==> src/rtl/ag32gbd_buffer_writer.sv <==
// Byte-stream to BRAM buffer-write client: one request/done handshake per byte, FlipBuffer toggles per full buffer.
// Request rises one cycle after acceptance; in_ready is low until done (plus one flip cycle), so stream stalls for slow controllers.
module ag32gbd_buffer_writer #(
  parameter int BUFFER_BYTES = 256
) (
  input  logic       sys_clock,
  input  logic       resetn,
  input  logic [7:0] in_data,
  input  logic       in_valid,
  output logic       in_ready,
  input  logic       frame_sync,
  output logic       RequestWriteBuffer,
  output logic [7:0] BufferWriteData,
  output logic [9:0] BufferWriteOffset,
  input  logic       BufferWriteDataDone,
  output logic       FlipBuffer,
  output logic       buffer_done
);

  typedef enum logic [1:0] {
    S_IDLE = 2'd0,
    S_REQ  = 2'd1,
    S_FLIP = 2'd2
  } state_t;

  localparam logic [7:0] LAST_OFFSET = 8'(BUFFER_BYTES - 1);

  state_t     state;
  state_t     nextState;
  logic [7:0] offset;
  logic       syncPending;
  logic       lastByte;

  // Flip decision follows the offset the byte was actually written at, not the counter.
  assign lastByte = (BufferWriteOffset[7:0] == LAST_OFFSET);

  always_ff @(posedge sys_clock or negedge resetn) begin
    if (!resetn) begin
      state <= S_IDLE;
    end else begin
      state <= nextState;
    end
  end

  always_comb begin
    nextState = state;
    case (state)
      S_IDLE: if (in_valid) nextState = S_REQ;
      S_REQ: begin
        if (BufferWriteDataDone) begin
          nextState = lastByte ? S_FLIP : S_IDLE;
        end
      end
      S_FLIP:  nextState = S_IDLE;
      default: nextState = S_IDLE;
    endcase
  end

  always_comb begin
    in_ready = (state == S_IDLE);
  end

  always_ff @(posedge sys_clock or negedge resetn) begin
    if (!resetn) begin
      RequestWriteBuffer <= 1'b0;
      BufferWriteData    <= 8'd0;
      BufferWriteOffset  <= 10'd0;
      FlipBuffer         <= 1'b0;
      buffer_done        <= 1'b0;
      offset             <= 8'd0;
      syncPending        <= 1'b0;
    end else begin
      buffer_done <= 1'b0;
      case (state)
        S_IDLE: begin
          if (frame_sync) offset <= 8'd0;
          if (in_valid) begin
            RequestWriteBuffer <= 1'b1;
            BufferWriteData    <= in_data;
            // A coincident sync re-addresses this byte to the start of the buffer.
            BufferWriteOffset  <= {2'b00, (frame_sync ? 8'd0 : offset)};
          end
        end
        S_REQ: begin
          if (frame_sync) syncPending <= 1'b1;
          if (BufferWriteDataDone) begin
            RequestWriteBuffer <= 1'b0;
            if (syncPending || frame_sync) begin
              offset      <= 8'd0;
              syncPending <= 1'b0;
            end else if (offset == LAST_OFFSET) begin
              offset <= 8'd0;
            end else begin
              offset <= offset + 8'd1;
            end
          end
        end
        S_FLIP: begin
          FlipBuffer  <= ~FlipBuffer;
          buffer_done <= 1'b1;
          if (frame_sync) offset <= 8'd0;
        end
        default: ;
      endcase
    end
  end

endmodule

==> config.mk <==
export PLATFORM = sky130hd
export DESIGN_NAME = ag32gbd_buffer_writer
export DESIGN_NICKNAME = d
export VERILOG_FILES = /design/src/rtl/ag32gbd_buffer_writer.sv
export SDC_FILE = /design/constraint.sdc
export NUM_CORES = 1
export LEC_CHECK = 0
export BUFFER_PORTS_ARGS = -buffer_cell sky130_fd_sc_hd__buf_2
export CAP_MARGIN = 20
export CELL_PAD_IN_SITES_DETAIL_PLACEMENT = 0
export CELL_PAD_IN_SITES_GLOBAL_PLACEMENT = 1
export CORE_MARGIN = 2
export CORE_UTILIZATION = 42
export DETAILED_ROUTE_END_ITERATION = 12
export HOLD_SLACK_MARGIN = 0.03
export PLACE_DENSITY_LB_ADDON = 0.1
export SLEW_MARGIN = 20
export SYNTH_ARGS = -nofsm -noshare
export SYNTH_HDL_FRONTEND = slang
export SYNTH_SLANG_ARGS = --single-unit
==> constraint.sdc <==
create_clock -name sys_clock -period 2.8 [get_ports sys_clock]
set_clock_uncertainty 0.15 [all_clocks]
set_input_delay 0.28 -clock sys_clock [delete_from_list [all_inputs] [get_ports sys_clock]]
set_output_delay 0.28 -clock sys_clock [all_outputs]
set_load 0.005 [all_outputs]
======== Word level (Yosys, flattened, before mapping) ========
Index checks and enable logic that the tools add are counted.
storage, ports and cells
  output and inout port bits .............. 22
  bits of input ports ..................... 13
  word-level logic and storage cells ...... 41
  register bits after elaboration ......... 30
operators by class
  multiplexer cells ....................... 16
  reduce and logical (&&, ||, !) cells .... 9
  $add $sub $neg .......................... 1
  equality and inequality tests ........... 6
  bitwise operators ....................... 1
operators with widths
  kind                                                                    count
  8-bit 2-to-1 mux                                                        4
  8-bit equality test (second input constant)                             2
  8-bit case mux with 2 select lines                                      1
  8-bit by 1-bit adder with 8-bit output (second input constant)          1
  1-bit 2-to-1 mux                                                        6
  2-bit 2-to-1 mux                                                        3
  2-bit AND reduction                                                     3
  2-bit != test (second input constant)                                   2
  2-bit case mux with 2 select lines                                      1
  2-bit nonzero test                                                      2
  3-bit AND reduction                                                     1
  2-bit by 1-bit equality test with 1-bit output (second input constant)  1
  2-bit equality test (second input constant)                             1
  2-bit logical NOT                                                       1
  1-bit case mux with 2 select lines                                      1
  2-bit OR reduction                                                      1
  1-bit logical OR                                                        1
  1-bit NOT                                                               1

======== Logic depth before layout (Yosys ltp) ========
Gate-level depths: netlist (run 1).
  depth in word-level cells ............... 5
  mapped depth ............................ 6
  gate-level depth less buffers ........... 5

======== Worst setup path after synthesis (run 1) ========
Ideal clock, no wire load.
  path type ............................... reg2reg
  start ................................... register offset[0]
  end ..................................... register offset[5]
  data required time ...................... 2.568 ns
  setup slack ............................. 1.111 ns
  period minus slack after synthesis ...... 1.689 ns
  cell stages (with the launch flop) ...... 7
  buffers on the path ..................... 1
  setup time .............................. 0.082 ns
  data arrival time ....................... 1.457 ns
  cells stage by stage .................... dfrtp_1 -> ha_1 -> and3_4 -> buf_6 -> a311oi_4 -> a41oi_1 -> a31oi_1
between the ends
  longest elaborated chain between the ends .. 5
  elaborated cells between the ends (all ways) .. 6
  classes of those cells .................. add/sub: 1; eq/ne: 1; mux: 4
RTL lines
  element                                                                        RTL line  RTL
  start: declaration                                                             30        logic [7:0] offset;
  start signal: assignment                                                       94        offset <= offset + 8'd1;
  8-bit by 1-bit adder with 8-bit output or 8-bit equality test (tied branches)  94, 91
  8-bit 2-to-1 mux (*)                                                           91        end else if (offset == LAST_OFFSET) begin
  8-bit 2-to-1 mux (*)                                                           88        if (syncPending || frame_sync) begin
  8-bit 2-to-1 mux (*)                                                           86        if (BufferWriteDataDone) begin
  8-bit case mux with 2 select lines (*)                                         74        case (state)
Every way passes the cells marked *; elsewhere a longest branch is shown, timed or not. The select of a mux whose other input is x is not followed.
A chain may end at the register's enable or synchronous reset.

======== Final worst setup path (run 1) ========
  start ................................... register state[0]
  end ..................................... register BufferWriteData[6]
between the ends
  longest elaborated chain between the ends .. 2
RTL lines
  element                        RTL line  RTL
  start: declaration             28        state_t state;
  start signal: assignment       41        state <= nextState;
  2-bit logical NOT              74
  2-bit AND reduction (no line)  -
  end signal: assignment         79        BufferWriteData <= in_data;
  end: declaration               13        output logic [7:0] BufferWriteData,
No other way between the ends.

==> qor.csv, run 1 <==
metric;value;unit
outcome;finished clean;
synthTopCellsByArea;dfrtp_1 (55%), mux2_1 (7.4%), nand2_1 (4.9%), o21ai_1 (3.6%), nor2_1 (2.2%);
p_per_area;544;mW/mm2
grt_first_pass_wirelength;4940;um
holdCritPathClass;in2reg;
hpwl;2040;um
viasPerCell;5.01;
num_io_pins;35;
r2r_start;state[0];
final_cell_mix;buf_2 (32), dfrtp_1 (30), nand2_1 (18);
netlist.area_leader.share;54.5;%
seq_area_frac_synth;54.5;%
fmax;536;MHz
grt.overflow.total;0;
drt_first_pass_iters;4;
ir_drop;0.298;mV
layout-drive-gt1-share;27.3;%
die_x;61.2;um
cts_setup_buffers;0;
final_common_cell;buf_2;
diodes;0;
r2r-end;BufferWriteData[6];
rr_worst_depth;3;
startpoint;state[0];
fin_nets;185;
cts-resized-gates;0;
clkTransAtPathRegs;0.09;ns
maxSlewHeadroom;48.4;%
crit_type;reg2reg;
clock_latency;0.32;ns
port-buffer-count;32;
ys.flop_type;dfrtp_1;
grt_pass1_vias;1111;
antenna_left;0;
ys_async_sr_fraction;100;%
htree_levels;2;
finalSetupViolCount;0;
synth_area;0.00138;mm2
drv_cap;0;
drt_wl_total;2930;um
ys_warn_count;0;
area_delta_synth_final;22.8;%
track_usage;18.3;%
rows;20;
core-area;0.00308;mm2
leakagePower;0.803;nW
clockRootBuffer;clkbuf_4;
die_h;61.2;um
cp.arrival;1.92;ns
slew_viol_final;0;
cts.sinks;30;
worst_pin_slew;0.772;ns
drc;0;
tritoncts;built;
period_share;66.6;%
cts_made_buffers;5;
cp_max_fo;23;
wire_per_inst;13.6;um
reg2reg_slack;0.93;ns
crit_end;BufferWriteData[6];
holdBufCountCts;9;
power;0.920;mW
setup_tns;0;ns
final_util;54.9;%
syn_inst;130;
worstSetupStartpointType;register;
clock_path_buffers;2;
vias;1083;
drt-initial-drc-count;55;
cp-end-kind;register;
yosysUniqueCellTypes;37;
rsz0062_at_grt;no;
hold_viol;0;
synth_edf_count;0;
synth-seq-cells;30;
syn_avg_cell_area;10.6;um2
grt_max_degree;31;
start_util;44.7;%
dieArea;0.00375;mm2
finalCriticalPeriod;1.87;ns
globalplace.congestion;0.786;
synth_area_leader_cell;dfrtp_1;
antenna_found_initial;0;
required;2.85;ns
-- state kept, by name, indices dropped and copies added (netlist names) --
signal              flops
BufferWriteData         8
BufferWriteOffset       8
offset                  8
state                   2
FlipBuffer              1
RequestWriteBuffer      1
buffer_done             1
syncPending             1
-- layout make-up --
type / count / area, um2
clock buffer: 7 / 55.1
clock inverter: 1 / 5.00
fill: 297 / 1390
inverter: 4 / 15.0
multi-input combinational: 89 / 559
sequential: 30 / 751
tap: 44 / 55.1
timing repair buffer: 41 / 250
-- cells in the mapped netlist (2+ instances only) --
library cell / count
nor2_1: 8
dfrtp_1: 30
nand3_1: 5
inv_2: 2
buf_6: 2
buf_2: 2
nand2_1: 18
nor3_1: 4
o21ai_1: 10
inv_1: 2
a31oi_1: 3
clkbuf_1: 2
nand4_1: 3
and3_1: 2
nand2b_1: 2
mux2_1: 9
buf_4: 2
a21oi_1: 5
-- critical path, cell delays in order (launching register included) --
cell     delay (ns)
dfrtp_1        0.47
nor2_1         0.16
nand2_1        0.46
mux2_1         0.51
-- how the worst min path moves through the flow --
stage,to,cells after the start,startpoint
3_3_place_gp,BufferWriteData[7],1,resetn
6_report,state[0],3,in_valid
4_1_cts,state[0],3,in_valid
3_5_place_dp,BufferWriteData[3],1,resetn
2_1_floorplan,BufferWriteData[0],0,resetn
5_1_grt,state[0],3,in_valid
-- logic make-up (layout without fill, tap and decap cells) --
logic type	Yosys count	after routing	share of synthesized area, %
other cells	1	2	0.272
xor+xnor	1	1	0.636
fa+ha+maj	1	1	0.909
buf+inv	12	53	5.09
mux	10	10	8.18
simple gates	47	47	16.7
flops	30	30	54.5
compound gates	28	28	13.6
-- through the flow --
stage / hold WS (ns) / instance area, um2 / std cells / setup slack, ns
finish: 0.0886 / 1690 / 216 / 0.934
global placement: 0.191 / 1540 / 199 / 0.998
CTS: 0.0810 / 1690 / 216 / 0.917
floorplan: -0.166 / 1380 / 131 / 1.11
global route: 0.114 / 1690 / 216 / 0.772
detailed placement: 0.206 / 1540 / 199 / 0.927
-- per-layer routing --
layer | global-route usage (%) | up-vias | share of wire [%]
met2 | 29.2 | 38 | 47
met4 | 6.21 | 0 | 1.4
li1 | - | 533 | -
met5 | 0 | - | 0
met1 | 23.5 | 506 | 45
met3 | 6.09 | 6 | 7.4
-- report_power, final --
part	switching [mW]	internal (mW)
registers	0.0268	0.473
logic	0.0787	0.0749
clock network	0.146	0.122
total	0.251	0.669
(Power assumes the default switching activity.)
==> run 2: changes to the inputs <==
Settings changed: CORE_UTILIZATION 42 to 36.
Clock period 2.8 ns to 1.5 ns, I/O delays scaled along.
==> run 2 against run 1 <==
  * The run now ends with setup timing left
  * Setup slack worse by 0.97 ns
  * Cell count is 13% higher
  * Non-clock buffer count is 25 higher
  * Sequential share of layout area is 7.2 points lower
  * Routed wire length is 13% higher
  * Utilization is 0.21 points higher
  * Register-to-register slack worse by 0.97 ns
  * Critical path depth is 2 higher
  * Global-route usage is 0.85 points lower
  * Critical endpoint is now offset[5]
  * Largest cell class unchanged
  * Largest power group unchanged
  * Highest routed layer unchanged
==> qor.csv, run 2 (same netlist as run 1, synthesis figures left out) <==
metric;value;unit;change
start_util;37.6;%;-7.1 points
grt_max_degree;24;;-23%
fmax;651;MHz;+21%
setup_tns;-0.0730;ns;-0.0730 ns
clkTransAtPathRegs;0.07;ns;-0.02 ns
finalSetupViolCount;2;;+2
leakagePower;0.986;nW;+23%
regArea;751;um2;unchanged
die_h;65.8;um;+7.5%
post-place-cells;224;;+13%
r2r-end;offset[5];;
drt_first_pass_iters;5;;+1
rsz0062_at_grt;yes;;
drt_wl_total;3320;um;+13%
num_io_pins;35;;unchanged
top_regs;BufferWriteData x8, BufferWriteOffset x8, offset x8;;
fin_nets;210;;+14%
die_x;65.8;um;+7.5%
drv_cap;0;;unchanged
power.share.sequential;43.1;%;-11 points
antenna_left;0;;unchanged
rr_worst_depth;5;;+2
cp-end-kind;register;;
clock_latency;0.28;ns;-0.04 ns
worstSetupStartpointType;register;;
power_frac_clock;38.4;%;+9.4 points
hpwl;2280;um;+12%
grt_first_pass_wirelength;5550;um;+12%
finalCriticalPeriod;1.54;ns;-0.329 ns
crit_type;reg2reg;;
startpoint;offset[0];;
holdCritPathClass;in2reg;;
final_cell_mix;buf_2 (32), dfrtp_1 (30), buf_4 (20);;
tritoncts;built;;
combPwrFrac;18.5;%;+1.8 points
multi_input_area;593;um2;+6.0%
fin_cells;244;;+13%
cp.arrival;1.58;ns;-0.34 ns
layout-drive-gt1-share;38.3;%;+11 points
antenna_found_initial;0;;unchanged
hold_viol;0;;unchanged
r2r_start;offset[0];;
grt.overflow.total;0;;unchanged
final_util;55.1;%;+0.21 points
globalplace.congestion;0.785;;-0.17%
viasPerCell;4.84;;-3.5%
pre_cts_ws;-0.0887;ns;-1.02 ns
required;1.55;ns;-1.30 ns
power;2.15;mW;+130%
n_fill_cell;335;;+13%
power.share.switching;24.0;%;-3.2 points
outcome;complete, but fails checks;;
clockRootBuffer;clkbuf_8;;
rows;22;;+10%
p_int;1.63;mW;+140%
area_delta_synth_final;46.6;%;
setup_ws;-0.0372;ns;-0.971 ns
wire_per_inst;13.6;um;about the same
cts_made_buffers;5;;unchanged
slew_viol_final;0;;unchanged
core-area;0.00366;mm2;+19%
cp_max_fo;4;;-83%
ir_drop;0.684;mV;+130%
vias;1181;;+9.0%
p_sw;0.517;mW;+110%
final_common_cell;buf_2;;
drc;0;;unchanged
period_share;102;%;+36 points
p_per_area;1060;mW/mm2;+96%
failed_checks;setup timing;;
diodes;0;;unchanged
port-buffer-count;32;;unchanged
htree_levels;2;;unchanged
crit_end;offset[5];;
track_usage;17.5;%;-0.85 points
grt_pass1_vias;1225;;+10%
cts.sinks;30;;unchanged
dieArea;0.00433;mm2;+16%
reg2reg_slack;-0.04;ns;-0.97 ns
drt-initial-drc-count;53;;-3.6%
clock_path_buffers;2;;unchanged
## run 2: changes by cell type in the layout (fill, tap and decap cells not counted), moves of 2 or more
| cell | before | now |
|---|---|---|
| buf_4 | 0 | 20 |
| clkbuf_8 | 1 | 6 |
| clkbuf_4 | 5 | 0 |
| buf_12 | 0 | 2 |
## run 2: repair_timing
action                                  in CTS  in global routing
cloned                                       0                  1
setup buffers                                0                  2
hold endpoints to repair                    40                  0
pin swaps                                    3                  3
hold buffers                                10                  0
gates resized for setup                      2                  5
endpoints found under the setup margin       3                 14
## run 2: power groups by stage
| stage | registers, mW | clock network [mW] | logic [mW] |
|---|---|---|---|
| 3_3_place_gp | 0.934 | 0 | 0.346 |
| 4_1_cts | 0.925 | 0.850 | 0.376 |
| 5_1_grt | 0.938 | 0.880 | 0.440 |
| 3_5_place_dp | 0.939 | 0 | 0.352 |
| 6_report | 0.926 | 0.825 | 0.398 |
| 2_1_floorplan | 0.949 | 0 | 0.149 |
## run 2: per-layer routing
layer  part of all wire, %  vias up  track usage, %
met4                   1.0        0            8.59
met3                   5.5        4            4.26
met5                     0        -               0
met2                    49       37            29.9
met1                    45      560            20.3
li1                      -      580               -
## run 2: worst max-delay path: stages, from the launching register on
cell and delay, ns:
dfrtp_1 0.38, ha_2 0.19, and3_4 0.16, a311oi_4 0.28, a41oi_2 0.14, a31oi_1 0.16
## run 2: cell type report
cell class | count | share of cell area (%)
clock buffer | 6 | 4.09
clock inverter | 1 | 1.49
sequential | 30 | 37.2
tap | 48 | 2.98
timing repair buffer | 66 | 24.1
multi-input combinational | 89 | 29.4
inverter | 4 | 0.744
## run 2: worst min-delay path by stage
stage | start | to | slack, ns | cells past startpoint
after floorplan | resetn | BufferWriteData[0] | -0.30 | 0
after global placement | resetn | BufferWriteData[4] | -0.07 | 1
after detailed placement | resetn | BufferWriteData[4] | -0.07 | 1
after CTS | BufferWriteDataDone | state[0] | 0.07 | 4
after global routing | BufferWriteDataDone | state[0] | 0.13 | 4
final | BufferWriteDataDone | state[0] | 0.08 | 4
## run 2: metrics by stage
step | instance area [um2] | hold slack [ns]
detailed placement | 1730 | -0.0673
finish | 2020 | 0.0782
global placement | 1730 | -0.0741
floorplan | 1380 | -0.296
global route | 2020 | 0.129
CTS | 1960 | 0.0691
